**src/rtl/ysyx_24080006_pkg.sv**
```systemverilog
// Shared types and sizing for the scoreboard (in-order reorder buffer).
//   SB_NR_ENTRIES  : default buffer depth (power of two, >= 2)
//   SB_NR_WB_PORTS : default number of functional-unit writeback ports
//   decoder_t      : decoded instruction carried from issue to commit
//   sb_entry_t     : one buffer slot (occupancy, completion, instruction)
package ysyx_24080006_pkg;

  localparam int unsigned SB_NR_ENTRIES  = 4;
  localparam int unsigned SB_NR_WB_PORTS = 2;
  localparam int unsigned TRANS_ID_BITS  = $clog2(SB_NR_ENTRIES);
  localparam int unsigned REG_ADDR_W     = 5;
  localparam int unsigned XLEN           = 32;

  typedef struct packed {
    logic                     valid;
    logic [TRANS_ID_BITS-1:0] trans_id;
    logic [REG_ADDR_W-1:0]    rd;
    logic [XLEN-1:0]          result;
  } decoder_t;

  typedef struct packed {
    logic     occupied;
    logic     finished;
    decoder_t instr;
  } sb_entry_t;

endpackage

```
**src/rtl/scoreboard_if.sv**
```systemverilog
// Issue / writeback / commit bundle of the scoreboard.
//   master : issue stage, functional units and commit stage
//   slave  : the scoreboard itself
interface scoreboard_if
  import ysyx_24080006_pkg::*;
#(
  parameter int unsigned NR_WB_PORTS = SB_NR_WB_PORTS
) ();

  logic                                        flush_i;
  decoder_t                                    issue_instr_i;
  logic                                        issue_valid_i;
  logic                                        issue_ready_o;
  logic [TRANS_ID_BITS-1:0]                    issue_id_o;
  logic [NR_WB_PORTS-1:0]                      wb_valid_i;
  logic [NR_WB_PORTS-1:0][TRANS_ID_BITS-1:0]   wb_id_i;
  logic [NR_WB_PORTS-1:0][XLEN-1:0]            wb_result_i;
  decoder_t                                    commit_instr_o;
  logic                                        commit_ack_i;

  modport master (
    output flush_i, issue_instr_i, issue_valid_i,
    output wb_valid_i, wb_id_i, wb_result_i, commit_ack_i,
    input  issue_ready_o, issue_id_o, commit_instr_o
  );

  modport slave (
    input  flush_i, issue_instr_i, issue_valid_i,
    input  wb_valid_i, wb_id_i, wb_result_i, commit_ack_i,
    output issue_ready_o, issue_id_o, commit_instr_o
  );

endinterface

```
**src/rtl/scoreboard.sv**
```systemverilog
// In-order reorder buffer feeding the commit stage.
//   clk_i, rst_ni : clock, asynchronous active-low reset
//   sb (slave)    : flush, issue request/ready/id, per-port writeback,
//                   commit instruction (head) and commit acknowledge
// Outputs are decoded from registers only; no input reaches them in the
// same cycle.
module scoreboard
  import ysyx_24080006_pkg::*;
#(
  parameter int unsigned NR_ENTRIES  = SB_NR_ENTRIES,
  parameter int unsigned NR_WB_PORTS = SB_NR_WB_PORTS
) (
  input  logic          clk_i,
  input  logic          rst_ni,
  scoreboard_if.slave   sb
);

  localparam int unsigned CNT_W = TRANS_ID_BITS + 1;

  sb_entry_t                mem_q [NR_ENTRIES];
  logic [TRANS_ID_BITS-1:0] head_q;
  logic [TRANS_ID_BITS-1:0] tail_q;
  logic [CNT_W-1:0]         count_q;

  logic      issue_ready;
  logic      issue_fire;
  logic      commit_valid;
  logic      commit_fire;
  sb_entry_t issue_entry;
  decoder_t  commit_instr;

  // Ready looks only at the registered count: a same-cycle retire does not
  // open a slot for issue.
  assign issue_ready  = (count_q != CNT_W'(NR_ENTRIES));
  assign issue_fire   = sb.issue_valid_i && issue_ready;
  assign commit_valid = mem_q[head_q].occupied && mem_q[head_q].finished;
  assign commit_fire  = commit_valid && sb.commit_ack_i;

  // Entry written at the tail; its ID is the tail slot.
  always_comb begin
    issue_entry                = '0;
    issue_entry.occupied       = 1'b1;
    issue_entry.finished       = 1'b0;
    issue_entry.instr          = sb.issue_instr_i;
    issue_entry.instr.valid    = 1'b0;
    issue_entry.instr.trans_id = tail_q;
  end

  // Head presented to commit; valid only once it has been written back.
  always_comb begin
    commit_instr       = mem_q[head_q].instr;
    commit_instr.valid = commit_valid;
  end

  assign sb.issue_ready_o  = issue_ready;
  assign sb.issue_id_o     = tail_q;
  assign sb.commit_instr_o = commit_instr;

  // Storage, pointers and occupancy.
  always_ff @(posedge clk_i or negedge rst_ni) begin
    if (!rst_ni) begin
      for (int unsigned i = 0; i < NR_ENTRIES; i++) begin
        mem_q[i] <= '0;
      end
      head_q  <= '0;
      tail_q  <= '0;
      count_q <= '0;
    end else if (sb.flush_i) begin
      for (int unsigned i = 0; i < NR_ENTRIES; i++) begin
        mem_q[i].occupied <= 1'b0;
        mem_q[i].finished <= 1'b0;
      end
      head_q  <= '0;
      tail_q  <= '0;
      count_q <= '0;
    end else begin
      // Highest port first so the lowest-indexed port's write lands last.
      for (int p = NR_WB_PORTS - 1; p >= 0; p--) begin
        if (sb.wb_valid_i[p] && mem_q[sb.wb_id_i[p]].occupied) begin
          mem_q[sb.wb_id_i[p]].finished     <= 1'b1;
          mem_q[sb.wb_id_i[p]].instr.result <= sb.wb_result_i[p];
        end
      end
      if (issue_fire) begin
        mem_q[tail_q] <= issue_entry;
        tail_q        <= tail_q + TRANS_ID_BITS'(1);
      end
      if (commit_fire) begin
        mem_q[head_q].occupied <= 1'b0;
        mem_q[head_q].finished <= 1'b0;
        head_q                 <= head_q + TRANS_ID_BITS'(1);
      end
      unique case ({issue_fire, commit_fire})
        2'b10:   count_q <= count_q + CNT_W'(1);
        2'b01:   count_q <= count_q - CNT_W'(1);
        default: count_q <= count_q;
      endcase
    end
  end

endmodule

```
**src/flat_wrapper.sv**
```systemverilog
// flat-port wrapper written by rule: the top's interface ports become plain ports
module scoreboard_flat import ysyx_24080006_pkg::*;
#(
  parameter int unsigned NR_ENTRIES  = SB_NR_ENTRIES,
  parameter int unsigned NR_WB_PORTS = SB_NR_WB_PORTS
)
  (clk_i, rst_ni, sb_flush_i, sb_issue_instr_i, sb_issue_valid_i, sb_wb_valid_i, sb_wb_id_i, sb_wb_result_i, sb_commit_ack_i, sb_issue_ready_o, sb_issue_id_o, sb_commit_instr_o);
  scoreboard_if #(.NR_WB_PORTS(NR_WB_PORTS)) sb_i ();
  input  logic clk_i;
  input  logic rst_ni;
  input wire logic [$bits(sb_i.flush_i)-1:0] sb_flush_i;
  input wire logic [$bits(sb_i.issue_instr_i)-1:0] sb_issue_instr_i;
  input wire logic [$bits(sb_i.issue_valid_i)-1:0] sb_issue_valid_i;
  input wire logic [$bits(sb_i.wb_valid_i)-1:0] sb_wb_valid_i;
  input wire logic [$bits(sb_i.wb_id_i)-1:0] sb_wb_id_i;
  input wire logic [$bits(sb_i.wb_result_i)-1:0] sb_wb_result_i;
  input wire logic [$bits(sb_i.commit_ack_i)-1:0] sb_commit_ack_i;
  output wire logic [$bits(sb_i.issue_ready_o)-1:0] sb_issue_ready_o;
  output wire logic [$bits(sb_i.issue_id_o)-1:0] sb_issue_id_o;
  output wire logic [$bits(sb_i.commit_instr_o)-1:0] sb_commit_instr_o;
  assign sb_i.flush_i = sb_flush_i;
  assign sb_i.issue_instr_i = sb_issue_instr_i;
  assign sb_i.issue_valid_i = sb_issue_valid_i;
  assign sb_i.wb_valid_i = sb_wb_valid_i;
  assign sb_i.wb_id_i = sb_wb_id_i;
  assign sb_i.wb_result_i = sb_wb_result_i;
  assign sb_i.commit_ack_i = sb_commit_ack_i;
  assign sb_issue_ready_o = sb_i.issue_ready_o;
  assign sb_issue_id_o = sb_i.issue_id_o;
  assign sb_commit_instr_o = sb_i.commit_instr_o;
  scoreboard #(.NR_ENTRIES(NR_ENTRIES), .NR_WB_PORTS(NR_WB_PORTS)) u_core (.clk_i(clk_i), .rst_ni(rst_ni), .sb(sb_i));
endmodule
```
**config.mk**
```make
export PLATFORM = sky130hd
export DESIGN_NAME = scoreboard_flat
export DESIGN_NICKNAME = d
export VERILOG_FILES = /design/src/rtl/ysyx_24080006_pkg.sv /design/src/rtl/scoreboard_if.sv /design/src/rtl/scoreboard.sv /design/src/flat_wrapper.sv
export SDC_FILE = /design/constraint.sdc
export NUM_CORES = 1
export LEC_CHECK = 0
export BUFFER_PORTS_ARGS = -buffer_cell sky130_fd_sc_hd__buf_4
export CAP_MARGIN = 0
export CORE_MARGIN = 3
export CORE_UTILIZATION = 63
export CTS_CLUSTER_SIZE = 25
export DETAILED_ROUTE_END_ITERATION = 7
export PLACE_DENSITY = 0.87
export SLEW_MARGIN = 20
export SYNTH_ARGS = -nofsm -noshare
export SYNTH_HDL_FRONTEND = slang
export SYNTH_SLANG_ARGS = --single-unit
```
**constraint.sdc**
```tcl
create_clock -name clk_i -period 3.66 [get_ports clk_i]
set_input_delay 0.549 -clock clk_i [delete_from_list [all_inputs] [get_ports clk_i]]
set_output_delay 0.549 -clock clk_i [all_outputs]
set_load 0.05 [all_outputs]
```
=== Word level (Yosys, flattened, before mapping) ===
Index checks and enable logic that the tools add are counted.

* Add/subtract/negate cells: 4
* Equal/unequal tests: 3
* Mux-type cells: 47
* Reductions and logical operators: 12
* Shift-type cells: 0
* Multipliers: 0
* Order comparisons: 8
* Bitwise logic cells: 4
* Div/mod/pow operators: 0

{| class="wikitable"
|+ Operator list
! cell !! number
|-
| 168-bit bitwise mux || 7
|-
| 168-bit 2-to-1 mux || 7
|-
| 42-bit demux with 2-bit select || 7
|-
| 42-bit 2-to-1 mux || 8
|-
| 42-bit binary-select mux with 2-bit select || 3
|-
| 41-bit 2-to-1 mux || 3
|-
| 32-bit 2-to-1 mux || 2
|-
| 2-bit 2-to-1 mux || 8
|-
| 3-bit greater-or-equal comparator, second input constant || 4
|-
| 3-bit by 1-bit less-than comparator with 1-bit output, second input constant || 4
|-
| 2-bit inverter with 3-bit output || 4
|-
| 1-bit logical AND || 9
|-
| 3-bit case mux with 2 select lines || 1
|-
| 2-bit by 1-bit adder with 2-bit output, second input constant || 2
|-
| 2-bit nonzero test || 2
|-
| 3-bit by 1-bit adder with 3-bit output, second input constant || 1
|-
| 3-bit 2-to-1 mux || 1
|-
| 3-bit != test, second input constant || 1
|-
| 3-bit nonzero test || 1
|-
| 3-bit by 1-bit subtractor with 3-bit output, second input constant || 1
|-
| 2-bit by 1-bit == test with 1-bit output, second input constant || 1
|-
| 2-bit == test, second input constant || 1
|}

* Memory bits (read-only): 0
* Input bits: 115
* Output and inout port bits: 43
* Memories kept: 0
* Register bits: 175
* RAM bits: 0
* Latch bits: 0

=== Logic depth before layout (Yosys ltp) ===
* Word-level depth: 20
* Gate-level depth with buffers: 9
* Gate-level depth less buffers: 8

=== Least setup slack after synthesis ===
Ideal clock, no wire load.

* Path kind: reg-to-reg
* Start: reg u_core.head_q[1]
* End: reg u_core.count_q[1]
* Slack: 1.293 ns
* Stages on the path, launching flop included: 10
* Path buffers: 1
* Data required time: 3.514 ns
* Arrival: 2.221 ns
* Cell sequence: dfrtp_1 -> buf_2 -> inv_2 -> mux4_2 -> nor3_1 -> fa_1 -> nand2b_1 -> a21oi_1 -> o211ai_1 -> o311ai_0

* Longest elaborated chain between the ends: 9

{| class="wikitable"
|+ Ends and longest elaborated chain
! element !! line !! text
|-
| from (decl) || scoreboard.sv:21 || <nowiki>logic [TRANS_ID_BITS-1:0] head_q;</nowiki>
|-
| from (signal assigned) || scoreboard.sv:91 || <nowiki>head_q <= head_q + TRANS_ID_BITS'(1);</nowiki>
|-
| 2-bit inverter with 3-bit output (implied by the code) * || scoreboard.sv:36 || <nowiki>assign commit_valid = mem_q[head_q].occupied && mem_q[head_q].finished;</nowiki>
|-
| 42-bit binary-select mux with 2-bit select * || scoreboard.sv:36 ||
|-
| 42-bit 2-to-1 mux (implied by the code) * (2 in series) || scoreboard.sv:36 ||
|-
| 1-bit logical AND * || scoreboard.sv:36 ||
|-
| 1-bit logical AND * || scoreboard.sv:37 || <nowiki>assign commit_fire = commit_valid && sb.commit_ack_i;</nowiki>
|-
| 2-bit by 1-bit == test with 1-bit output / 2-bit == test (equally long branches) || scoreboard.sv:93 || <nowiki>unique case ({issue_fire, commit_fire})</nowiki>
|-
| 3-bit case mux with 2 select lines || scoreboard.sv:93 ||
|-
| 3-bit 2-to-1 mux || scoreboard.sv:68 || <nowiki>end else if (sb.flush_i) begin</nowiki>
|-
| to (signal assigned) || scoreboard.sv:94 || <nowiki>2'b10: count_q <= count_q + CNT_W'(1);</nowiki>
|-
| to (signal assigned) || scoreboard.sv:95 || <nowiki>2'b01: count_q <= count_q - CNT_W'(1);</nowiki>
|-
| to (signal assigned) || scoreboard.sv:96 || <nowiki>default: count_q <= count_q;</nowiki>
|-
| to (decl) || scoreboard.sv:23 || <nowiki>logic [CNT_W-1:0] count_q;</nowiki>
|}

Every way passes the cells marked *; elsewhere a longest branch is shown, timed or not. The select of a mux whose other input is x is not followed.
A chain may end at the register's enable or synchronous reset.

=== Worst setup path in the final report ===
* Start: reg u_core.head_q[0]
* End: out sb_commit_instr_o[26]

* Longest elaborated chain between the ends: 4

{| class="wikitable"
|+ Ends and longest elaborated chain
! element !! line !! text
|-
| 2-bit inverter with 3-bit output (implied by the code) || scoreboard.sv:51 || <nowiki>commit_instr = mem_q[head_q].instr;</nowiki>
|-
| 42-bit binary-select mux with 2-bit select || scoreboard.sv:51 ||
|-
| 42-bit 2-to-1 mux (2 in series) || - ||
|-
| to (decl) || flat_wrapper.sv:20 || <nowiki>output wire logic [$bits(sb_i.commit_instr_o)-1:0] sb_commit_instr_o;</nowiki>
|}

No other way between the ends. The select of a mux whose other input is x is not followed.

==> metrics <==
PortBufs=154; I/O pin count=158; Setup Total Neg Slack=0 ns; post-route clock skew=0.00669 ns; post-synthesis adder-cell area fraction=0.0109; FF+latch area=4280 µm²; Worst-path clk slew=0.06 ns; run status=completed; routability-driven placement congestion ratio=0.847; number of DRC markers in iteration 0=1042; Critical Path RT=3.11 ns; Gate Count Post-Synth=989; CP max FO=42; CP Capture Type=output pin; cell family with most CP delay=buffers and inverters; Distinct cells, synth=47; Final setup viols=0; Area growth, synth to finish=14.6%; maxcap violations=0; total number of vias=9552; RSZ-0062 raised after global routing=no; maximum clock rate=343 MHz; Post-CTS Hold Fix Bufs=0; synth warn=0; Final ANT Viol Nets=0; crit path DAT=2.37 ns; WL final=31900 µm; Root Buffer=clkbuf_16; most numerous cell on the critical path=buf_4; CTS max path bufs=2; Syn Std Cell Area=11000 µm²; predominant post-synthesis flop cell=dfrtp_1; CP peak stage delay=0.71 ns; crit path launch=u_core.head_q[0]$_DFFE_PN0P_; measured slew at the worst slew-check pin=1.19 ns; Async SR Flop Fraction=1.00; GRT overflow=0; launch point of the worst reg-to-reg path=u_core.sb.issue_id_o[0]$_DFFE_PN0P_; CTS tree=done; Critical-path top delay cell=buf_4; Nets=1198; antenna violations before repair=0; xor/xnor share of the synthesized area=0.000793; Core Area=16900 µm²; H-Tree Depth=4; Post-Route Hold Slack=0.157 ns; Multi-input gate area=6180 µm²; ant diodes=0; largest family of logic cells by synthesized area=compound AO/OA/AOI/OAI gates; Slew HR=0.208; Post-synth EDFFs=0; P_leak=5.88 nW; net count after synthesis=1113; P per Cell Area=498 nW/µm²; die footprint=19100 µm²; Pre-antenna DRT Iters=7; Synth Area in Compound Gates=0.230; fraction of layout cells with a size suffix above 1=0.260; Final Cycle Share=0.798; minimum clock period=2.92 ns; row count=47; drc violations=0; Vias/cell=7.33; clk sinks=171; cts bufs inserted=17; Gates resized, CTS repair=0; Initial Utilization=0.654; count of buffer and inverter cells on the critical path=2; Max Slew Vio Count=0; vias in the first global route=9554; CP Cell Sequence=buf_4 > mux4_2 > buf_4; syn_area_per_cell=11.2 µm²; Max VDD drop=0.447 mV; Setup Crit Path Kind=reg2out; simple-gate area share of the yosys netlist=0.0903; WL/cell=24.5 µm; fill count=1130; insertion delay to the later sink of the worst-skew pair=0.43 ns; DP HPWL=18900 µm; pin count of the biggest net entering global routing=84; Yosys reg bits=171; post-CTS setup buffers=0; post-synthesis sequential area ratio=0.388; Hold Crit Class=in2async; die height=138 µm; CP startpoint kind=register; die width=138 µm; mux cell area share after synthesis=0.226; most frequent cells in the layout=169 x dfrtp_1, 169 x buf_4, 139 x nor2_1, 128 x mux2i_1, 128 x a221o_1; final hold viol count=0; Total GRT Usage=0.330; first-pass GRT wire length=51100 µm
==> synth_stat cells, types with 8 or more instances <==
cell type	number	area (µm²)
nand2_1	14	52.6
dfrtp_1	171	4280
a211oi_1	100	751
nor2_1	139	522
buf_2	22	110
mux2i_1	128	1280
clkbuf_1	67	251
a221o_1	128	1280
mux2_2	28	315
buf_6	17	191
a2111oi_0	32	280
nor2b_1	32	200
ha_1	8	100
mux4_2	40	901
==> logic make-up (layout without fill, tap and decap cells) <==
group | Yosys count | count (layout)
AO/OA/AOI/OAI | 282 | 282
XOR/XNOR | 1 | 1
adder cells (fa/ha/maj) | 9 | 9
buffers and inverters | 116 | 210
flip-flops | 171 | 171
multiplexers | 196 | 196
AND/OR/NAND/NOR | 214 | 214
==> cell type report <==
type | instances | share of cell area
multi-input cells | 702 | 0.488
flip-flops and latches | 171 | 0.338
repair buffers | 175 | 0.108
clock buffers | 25 | 0.0384
well taps | 220 | 0.0217
clock inverters | 3 | 0.00316
inverters | 7 | 0.00208
==> worst paths after layout <==
| path | depth (start not counted) | slack, ns | endpoint |
|---|---|---|---|
| worst min register to register | 1 | 0.50 | register |
| worst min-delay path | 1 | 0.16 | u_core.mem_q[156]$_DFFE_PN0N_ |
| max in group asynchronous | 2 | 2.49 | u_core.head_q[0]$_DFFE_PN0P_ |
| worst max-delay path | 3 | 0.74 | sb_commit_instr_o[26] |
| worst max register to register | 5 | 1.11 | u_core.mem_q[58]$_DFFE_PN0N_ |
| min in group clk_i | 2 | 0.37 | register |
==> power by group <==
| group | total [W] | switching [W] | internal (W) |
|---|---|---|---|
| Sequential | 0.00268 | 0.000352 | 0.00233 |
| Combinational | 0.00194 | 0.00101 | 0.000925 |
| Clock | 0.00169 | 0.000712 | 0.000973 |
==> metal layers <==
| layer | global-route usage | vias up | part of all wire |
|---|---|---|---|
| li1 | - | 4107 | - |
| met1 | 0.437 | 4715 | 0.39 |
| met2 | 0.521 | 630 | 0.48 |
| met3 | 0.0843 | 100 | 0.10 |
| met4 | 0.139 | 0 | 0.028 |
| met5 | 0 | - | 0 |
==> per-stage QoR <==
stage	worst slack, ns	utilization	std cells	instance area [µm²]	total power (W)
after detailed placement	1.07	0.719	1275	12100	0.00461
after floorplan	1.29	-	989	11000	0.00402
final	0.741	0.750	1303	12700	0.00631
after global routing	0.615	0.750	1303	12700	0.00657
after CTS	0.709	0.750	1303	12700	0.00629
after global placement	1.13	0.719	1275	12100	0.00452
No activity file was read; power rests on OpenSTA's default activity.
